## config.mk

```make
export PLATFORM = sky130hd
export DESIGN_NAME = adc_scale_cal_flat
export DESIGN_NICKNAME = d
export VERILOG_FILES = /design/src/rtl/adc_scale_cal_if.sv /design/src/rtl/adc_scale_cal.sv /design/src/flat_wrapper.sv
export SDC_FILE = /design/constraint.sdc
export NUM_CORES = 1
export LEC_CHECK = 0
export BUFFER_PORTS_ARGS = -buffer_cell sky130_fd_sc_hd__clkbuf_2
export CAP_MARGIN = 25
export CORE_ASPECT_RATIO = 0.6
export CORE_MARGIN = 1
export CORE_UTILIZATION = 60
export CTS_CLUSTER_DIAMETER = 30
export DETAILED_ROUTE_END_ITERATION = 8
export HOLD_SLACK_MARGIN = 0.1
export PLACE_DENSITY_LB_ADDON = 0.08
export REMOVE_ABC_BUFFERS = 1
export SYNTH_ARGS = -nofsm -noshare
export SYNTH_HDL_FRONTEND = slang
export SYNTH_SLANG_ARGS = --single-unit
```

## constraint.sdc

```tcl
create_clock -name ad_clk -period 35.7 [get_ports ad_clk]
set_input_delay 5.355 -clock ad_clk [delete_from_list [all_inputs] [get_ports ad_clk]]
set_output_delay 5.355 -clock ad_clk [all_outputs]
set_load 0.05 [all_outputs]
```

## src/rtl/adc_scale_cal_if.sv

```systemverilog
// Sample/config/result bundle between the ADC front end, the calibration
// block and its consumer. The slave side is the calibration block itself.
interface adc_scale_cal_if #(
    parameter int NCH    = 2,
    parameter int IN_W   = 16,
    parameter int OUT_W  = 16,
    parameter int GAIN_W = 16,
    parameter int CH_W   = (NCH > 1) ? $clog2(NCH) : 1
) ();
    logic                  in_valid;
    logic [NCH*IN_W-1:0]   volt_in;
    logic                  cfg_we;
    logic [CH_W-1:0]       cfg_ch;
    logic [GAIN_W-1:0]     cfg_gain;
    logic [IN_W-1:0]       cfg_offset;
    logic                  busy;
    logic                  overrun;
    logic                  out_valid;
    logic [NCH*OUT_W-1:0]  out_data;
    logic [NCH-1:0]        sat_flag;

    modport master (
        output in_valid, volt_in, cfg_we, cfg_ch, cfg_gain, cfg_offset,
        input  busy, overrun, out_valid, out_data, sat_flag
    );

    modport slave (
        input  in_valid, volt_in, cfg_we, cfg_ch, cfg_gain, cfg_offset,
        output busy, overrun, out_valid, out_data, sat_flag
    );
endinterface

```

## src/rtl/adc_scale_cal.sv

```systemverilog
// Per-channel offset/gain calibration with a single time-shared signed
// multiplier, fixed-point shift, saturation and boxcar averaging.
//
// state | meaning
// IDLE  | waiting for a frame strobe
// CALC  | one channel per cycle through subtract/multiply/shift/saturate/accumulate
// ACC   | frame counted; window result published if complete; a new frame may be accepted
module adc_scale_cal #(
    parameter int NCH      = 2,
    parameter int IN_W     = 16,
    parameter int OUT_W    = 16,
    parameter int GAIN_W   = 16,
    parameter int FRAC     = 10,
    parameter int AVG_LOG2 = 0,
    parameter logic [NCH*GAIN_W-1:0] DEF_GAINS = {16'sd500, 16'sd50}
) (
    input  logic            ad_clk,
    input  logic            rst_n,
    adc_scale_cal_if.slave  bus
);
    localparam int IW    = (NCH > 1) ? $clog2(NCH) : 1;
    localparam int DW    = IN_W + 1;
    localparam int PW    = IN_W + GAIN_W + 1;
    localparam int AW    = OUT_W + AVG_LOG2;
    localparam int CNT_W = AVG_LOG2 + 1;

    localparam logic [IW-1:0]    LAST = IW'(NCH - 1);
    localparam logic [CNT_W-1:0] WIN  = CNT_W'(1) << AVG_LOG2;
    localparam logic signed [PW-1:0] SAT_MAX = {{(PW-OUT_W+1){1'b0}}, {(OUT_W-1){1'b1}}};
    localparam logic signed [PW-1:0] SAT_MIN = {{(PW-OUT_W+1){1'b1}}, {(OUT_W-1){1'b0}}};

    typedef enum logic [1:0] {IDLE, CALC, ACC} state_t;

    state_t state, state_nxt;

    // runtime configuration
    logic signed [GAIN_W-1:0] gain_reg [NCH];
    logic signed [IN_W-1:0]   off_reg  [NCH];

    // frame snapshot
    logic signed [IN_W-1:0]   x_cap    [NCH];
    logic signed [GAIN_W-1:0] gain_cap [NCH];
    logic signed [IN_W-1:0]   off_cap  [NCH];

    logic [IW-1:0]            idx;
    logic signed [AW-1:0]     acc      [NCH];
    logic [NCH-1:0]           win_sat;
    logic [CNT_W-1:0]         cnt;
    logic [CNT_W-1:0]         cnt_inc;

    logic                     busy_q;
    logic                     overrun_q;
    logic                     out_valid_q;
    logic signed [OUT_W-1:0]  out_q    [NCH];
    logic [NCH-1:0]           sat_q;

    logic accept, drop, calc_en, acc_en;

    // datapath for the channel currently selected by idx
    logic signed [DW-1:0]     diff;
    logic signed [PW-1:0]     diff_x, gain_x, prod, shifted;
    logic signed [OUT_W-1:0]  sat_val;
    logic signed [AW-1:0]     sat_ext;
    logic                     clip;

    assign diff    = DW'(x_cap[idx]) - DW'(off_cap[idx]);
    assign diff_x  = PW'(diff);
    assign gain_x  = PW'(gain_cap[idx]);
    assign prod    = diff_x * gain_x;
    assign shifted = prod >>> FRAC;
    assign sat_ext = AW'(sat_val);
    assign cnt_inc = cnt + CNT_W'(1);

    // clamp the shifted product to the output range and flag clipping
    always_comb begin
        clip    = 1'b0;
        sat_val = shifted[OUT_W-1:0];
        if (shifted > SAT_MAX) begin
            clip    = 1'b1;
            sat_val = SAT_MAX[OUT_W-1:0];
        end else if (shifted < SAT_MIN) begin
            clip    = 1'b1;
            sat_val = SAT_MIN[OUT_W-1:0];
        end
    end

    // state register
    always_ff @(posedge ad_clk or negedge rst_n) begin
        if (!rst_n) state <= IDLE;
        else        state <= state_nxt;
    end

    // next-state and per-cycle control strobes; ACC accepts a frame so the
    // block can sustain one frame every NCH+1 cycles
    always_comb begin
        state_nxt = state;
        accept    = 1'b0;
        drop      = 1'b0;
        calc_en   = 1'b0;
        acc_en    = 1'b0;
        case (state)
            IDLE: begin
                if (bus.in_valid) begin
                    accept    = 1'b1;
                    state_nxt = CALC;
                end
            end
            CALC: begin
                calc_en = 1'b1;
                drop    = bus.in_valid;
                if (idx == LAST) state_nxt = ACC;
            end
            ACC: begin
                acc_en = 1'b1;
                if (bus.in_valid) begin
                    accept    = 1'b1;
                    state_nxt = CALC;
                end else begin
                    state_nxt = IDLE;
                end
            end
            default: state_nxt = IDLE;
        endcase
    end

    // config register file; a write in the capture cycle is seen by the next frame
    always_ff @(posedge ad_clk or negedge rst_n) begin
        if (!rst_n) begin
            for (int i = 0; i < NCH; i++) begin
                gain_reg[i] <= DEF_GAINS[i*GAIN_W +: GAIN_W];
                off_reg[i]  <= '0;
            end
        end else if (bus.cfg_we && (int'(bus.cfg_ch) < NCH)) begin
            gain_reg[bus.cfg_ch] <= bus.cfg_gain;
            off_reg[bus.cfg_ch]  <= bus.cfg_offset;
        end
    end

    // frame capture, per-channel accumulation and window publish
    always_ff @(posedge ad_clk or negedge rst_n) begin
        if (!rst_n) begin
            for (int i = 0; i < NCH; i++) begin
                x_cap[i]    <= '0;
                gain_cap[i] <= '0;
                off_cap[i]  <= '0;
                acc[i]      <= '0;
                out_q[i]    <= '0;
            end
            idx         <= '0;
            win_sat     <= '0;
            cnt         <= '0;
            busy_q      <= 1'b0;
            overrun_q   <= 1'b0;
            out_valid_q <= 1'b0;
            sat_q       <= '0;
        end else begin
            overrun_q   <= drop;
            out_valid_q <= 1'b0;

            if (accept) begin
                for (int i = 0; i < NCH; i++) begin
                    x_cap[i]    <= bus.volt_in[i*IN_W +: IN_W];
                    gain_cap[i] <= gain_reg[i];
                    off_cap[i]  <= off_reg[i];
                end
                idx <= '0;
            end

            if (accept)      busy_q <= 1'b1;
            else if (acc_en) busy_q <= 1'b0;

            if (calc_en) begin
                acc[idx]     <= acc[idx] + sat_ext;
                win_sat[idx] <= win_sat[idx] | clip;
                idx          <= idx + IW'(1);
            end

            if (acc_en) begin
                if (cnt_inc == WIN) begin
                    for (int i = 0; i < NCH; i++) begin
                        out_q[i] <= OUT_W'(acc[i] >>> AVG_LOG2);
                        acc[i]   <= '0;
                    end
                    sat_q       <= win_sat;
                    win_sat     <= '0;
                    cnt         <= '0;
                    out_valid_q <= 1'b1;
                end else begin
                    cnt <= cnt_inc;
                end
            end
        end
    end

    // pack per-channel results onto the bus
    always_comb begin
        for (int i = 0; i < NCH; i++) begin
            bus.out_data[i*OUT_W +: OUT_W] = out_q[i];
        end
    end

    assign bus.busy      = busy_q;
    assign bus.overrun   = overrun_q;
    assign bus.out_valid = out_valid_q;
    assign bus.sat_flag  = sat_q;

endmodule

```

## src/flat_wrapper.sv

```systemverilog
// flat-port wrapper written by rule: the top's interface ports become plain ports
module adc_scale_cal_flat 
#(
    parameter int NCH      = 2,
    parameter int IN_W     = 16,
    parameter int OUT_W    = 16,
    parameter int GAIN_W   = 16,
    parameter int FRAC     = 10,
    parameter int AVG_LOG2 = 0,
    parameter logic [NCH*GAIN_W-1:0] DEF_GAINS = {16'sd500, 16'sd50}
)
  (ad_clk, rst_n, bus_in_valid, bus_volt_in, bus_cfg_we, bus_cfg_ch, bus_cfg_gain, bus_cfg_offset, bus_busy, bus_overrun, bus_out_valid, bus_out_data, bus_sat_flag);
  adc_scale_cal_if #(.NCH(NCH), .IN_W(IN_W), .OUT_W(OUT_W), .GAIN_W(GAIN_W)) bus_i ();
  input  logic ad_clk;
  input  logic rst_n;
  input wire logic [$bits(bus_i.in_valid)-1:0] bus_in_valid;
  input wire logic [$bits(bus_i.volt_in)-1:0] bus_volt_in;
  input wire logic [$bits(bus_i.cfg_we)-1:0] bus_cfg_we;
  input wire logic [$bits(bus_i.cfg_ch)-1:0] bus_cfg_ch;
  input wire logic [$bits(bus_i.cfg_gain)-1:0] bus_cfg_gain;
  input wire logic [$bits(bus_i.cfg_offset)-1:0] bus_cfg_offset;
  output wire logic [$bits(bus_i.busy)-1:0] bus_busy;
  output wire logic [$bits(bus_i.overrun)-1:0] bus_overrun;
  output wire logic [$bits(bus_i.out_valid)-1:0] bus_out_valid;
  output wire logic [$bits(bus_i.out_data)-1:0] bus_out_data;
  output wire logic [$bits(bus_i.sat_flag)-1:0] bus_sat_flag;
  assign bus_i.in_valid = bus_in_valid;
  assign bus_i.volt_in = bus_volt_in;
  assign bus_i.cfg_we = bus_cfg_we;
  assign bus_i.cfg_ch = bus_cfg_ch;
  assign bus_i.cfg_gain = bus_cfg_gain;
  assign bus_i.cfg_offset = bus_cfg_offset;
  assign bus_busy = bus_i.busy;
  assign bus_overrun = bus_i.overrun;
  assign bus_out_valid = bus_i.out_valid;
  assign bus_out_data = bus_i.out_data;
  assign bus_sat_flag = bus_i.sat_flag;
  adc_scale_cal #(.NCH(NCH), .IN_W(IN_W), .OUT_W(OUT_W), .GAIN_W(GAIN_W), .FRAC(FRAC), .AVG_LOG2(AVG_LOG2), .DEF_GAINS(DEF_GAINS)) u_core (.ad_clk(ad_clk), .rst_n(rst_n), .bus(bus_i));
endmodule
```

==> results.json <==
{
  "status": "finished, final reports clean",
  "cpMostUsedCell": "fa_1",
  "synth_flop_cell": "dfrtp_1",
  "grt_usage": 0.303,
  "routed_wl_um": 53200,
  "gp_congestion": 0.990,
  "crit_end": "u_core.acc[31]",
  "setup_viol": 0,
  "overflow": 0,
  "worst_slew_pin_slew_ns": 1.10,
  "synth_cells": 1990,
  "post_cts_buffers": 0,
  "critPathTopFamily": "compound AO/OA/AOI/OAI gates",
  "post_drt_via_cell_ratio": 5.77,
  "yosysTopAreaCell": "dfrtp_1",
  "fmax_mhz": 71.5,
  "cts_root_buffer": "clkbuf_16",
  "port_buffers": 105,
  "post-route-util": 0.678,
  "synth_edf_count": 0,
  "routed-via-count": 14889,
  "ant_nets": 0,
  "crit_start": "u_core.idx",
  "dp_hpwl_um": 41000,
  "hp-class": "reg2reg",
  "drt-initial-drc-count": 1107,
  "finalCriticalPeriod_ns": 13.99,
  "min_period_over_period": 0.392,
  "tns_ns": 0,
  "finClkSkew_ns": 0.0189,
  "hold_violations": 0,
  "worstSetupStartpointType": "flip-flop",
  "dr_wl_met2_um": 22600,
  "mostFrequentLayoutCells": "327 x inv_1, 277 x fa_1, 240 x mux2_2",
  "dieArea_um2": 36500,
  "antenna_found_initial": 0,
  "slew-limit-headroom": 0.255,
  "fin_hold_ws_ns": 0.482,
  "synthTopCellsByArea": "dfrtp_1 26%, fa_1 26%, mux2_2 13%, ha_1 7.0%, inv_1 5.7%",
  "post-synth-top-area-fraction": 0.263,
  "max_stage_delay_ns": 0.73,
  "rows": 53,
  "required_ns": 36.17,
  "drv_cap": 0,
  "r2r_end": "u_core.acc[31]",
  "drt-met1-wl_um": 25000,
  "yosysWarnings": 0,
  "clock_latency_ns": 0.54,
  "grt_max_degree": 99,
  "die_width_um": 246,
  "core_um2": 35100,
  "clock_sinks": 234,
  "path_depth": 44,
  "nets": 2551,
  "cp.arrival_ns": 14.45,
  "fin_cells": 2579,
  "drc": 0,
  "clockBufferDepth": 3,
  "synth.avg_cell_area_um2": 10.8,
  "rsz0062_at_grt": "false",
  "route.detailed.wl_per_inst_um": 20.6,
  "clkTransAtPathRegs_ns": 0.05,
  "firstDrtPassIters": 5,
  "critPathKind": "reg2reg",
  "ys_async_sr_fraction": 1.00,
  "synth.distinct_cells": 66,
  "ios": 106,
  "synth_area_um2": 21400,
  "htreeDepth": 2,
  "n_antenna_cell": 0,
  "regToRegSetupSlack_ns": 21.71,
  "hold_buffers": 0,
  "setup.worst_path.end_class": "flip-flop",
  "grt_pass1_vias": 15374,
  "reg2reg_from": "u_core.idx",
  "syn_to_final_growth_pct": 11.0,
  "synth_sequential_area_ratio": 0.274,
  "reg2reg_depth": 44,
  "die_h_um": 148,
  "final_common_cell": "inv_1",
  "routed-wl-met3_um": 4710,
  "initial_utilization": 0.611,
  "cts_buffers": 37,
  "grt_pass1_wl_um": 85300,
  "drive_gt1_frac": 0.226,
  "synth-seq-cells": 234,
  "dpl.cell_count": 2509,
  "top_layer": "met4",
  "critical_path.max_fanout": 52,
  "maxSlewViolCount": 0,
  "worstPathBufferInverterCount": 4,
  "postCtsResizedCells": 0,
  "critPathSlowestCell": "dfrtp_4",
  "tritoncts": "done"
}
-- cell type report --
| class | instances | area (um^2) |
|---|---|---|
| well taps | 467 | 584 |
| clock inverters | 20 | 254 |
| inverters | 327 | 1230 |
| multi-input cells | 1351 | 14100 |
| flip-flops and latches | 234 | 5870 |
| fillers | 2727 | 11300 |
| repair buffers | 134 | 761 |
| clock buffers | 46 | 1040 |
-- kinds of logic after synthesis --
logic type | count (synthesis) | share of synthesized area
compound gates | 210 | 0.0708
mux | 275 | 0.142
fa+ha+maj | 397 | 0.329
simple gates | 408 | 0.0876
xor+xnor | 61 | 0.0249
flops | 234 | 0.274
buf+inv | 405 | 0.0717
-- Yosys cell counts (16+ instances only) --
cell / count
a21o_1: 23
clkbuf_1: 64
xnor2_1: 41
nand2_1: 141
a22o_1: 28
fa_1: 277
a21oi_1: 27
mux2i_1: 35
nor2_1: 134
a31oi_1: 16
inv_1: 327
nand3_1: 26
xor2_1: 20
ha_1: 120
a211oi_1: 22
mux2_2: 240
o21ai_0: 31
dfrtp_1: 225
-- metal layers --
metal	GRT usage	up-vias
met5	0	-
met4	0.0565	0
met3	0.0669	72
met2	0.445	556
met1	0.463	7542
li1	-	6719
-- worst min path at each step --
stage	from	depth (start not counted)	to	slack, ns
after detailed placement	u_core.bus.busy	1	u_core.bus.busy	0.47
after floorplan	u_core.acc[1]	2	u_core.acc[1]	0.47
after global routing	u_core.gain_cap[16]	1	u_core.gain_cap[16]	0.51
final	u_core.bus.busy	1	u_core.bus.busy	0.48
after CTS	u_core.bus.busy	1	u_core.bus.busy	0.49
after global placement	u_core.bus.busy	1	u_core.bus.busy	0.46
-- per-stage QoR --
stage	area, um^2	worst slack (ns)
6_report	23800	21.71
5_1_grt	23800	20.55
4_1_cts	23800	21.78
3_5_place_dp	22500	21.89
3_3_place_gp	22400	22.26
2_1_floorplan	21100	21.67
Power is left out: the tool's default activity adds up to more than one toggle a clock period on the data nets, which glitch-free logic cannot reach.
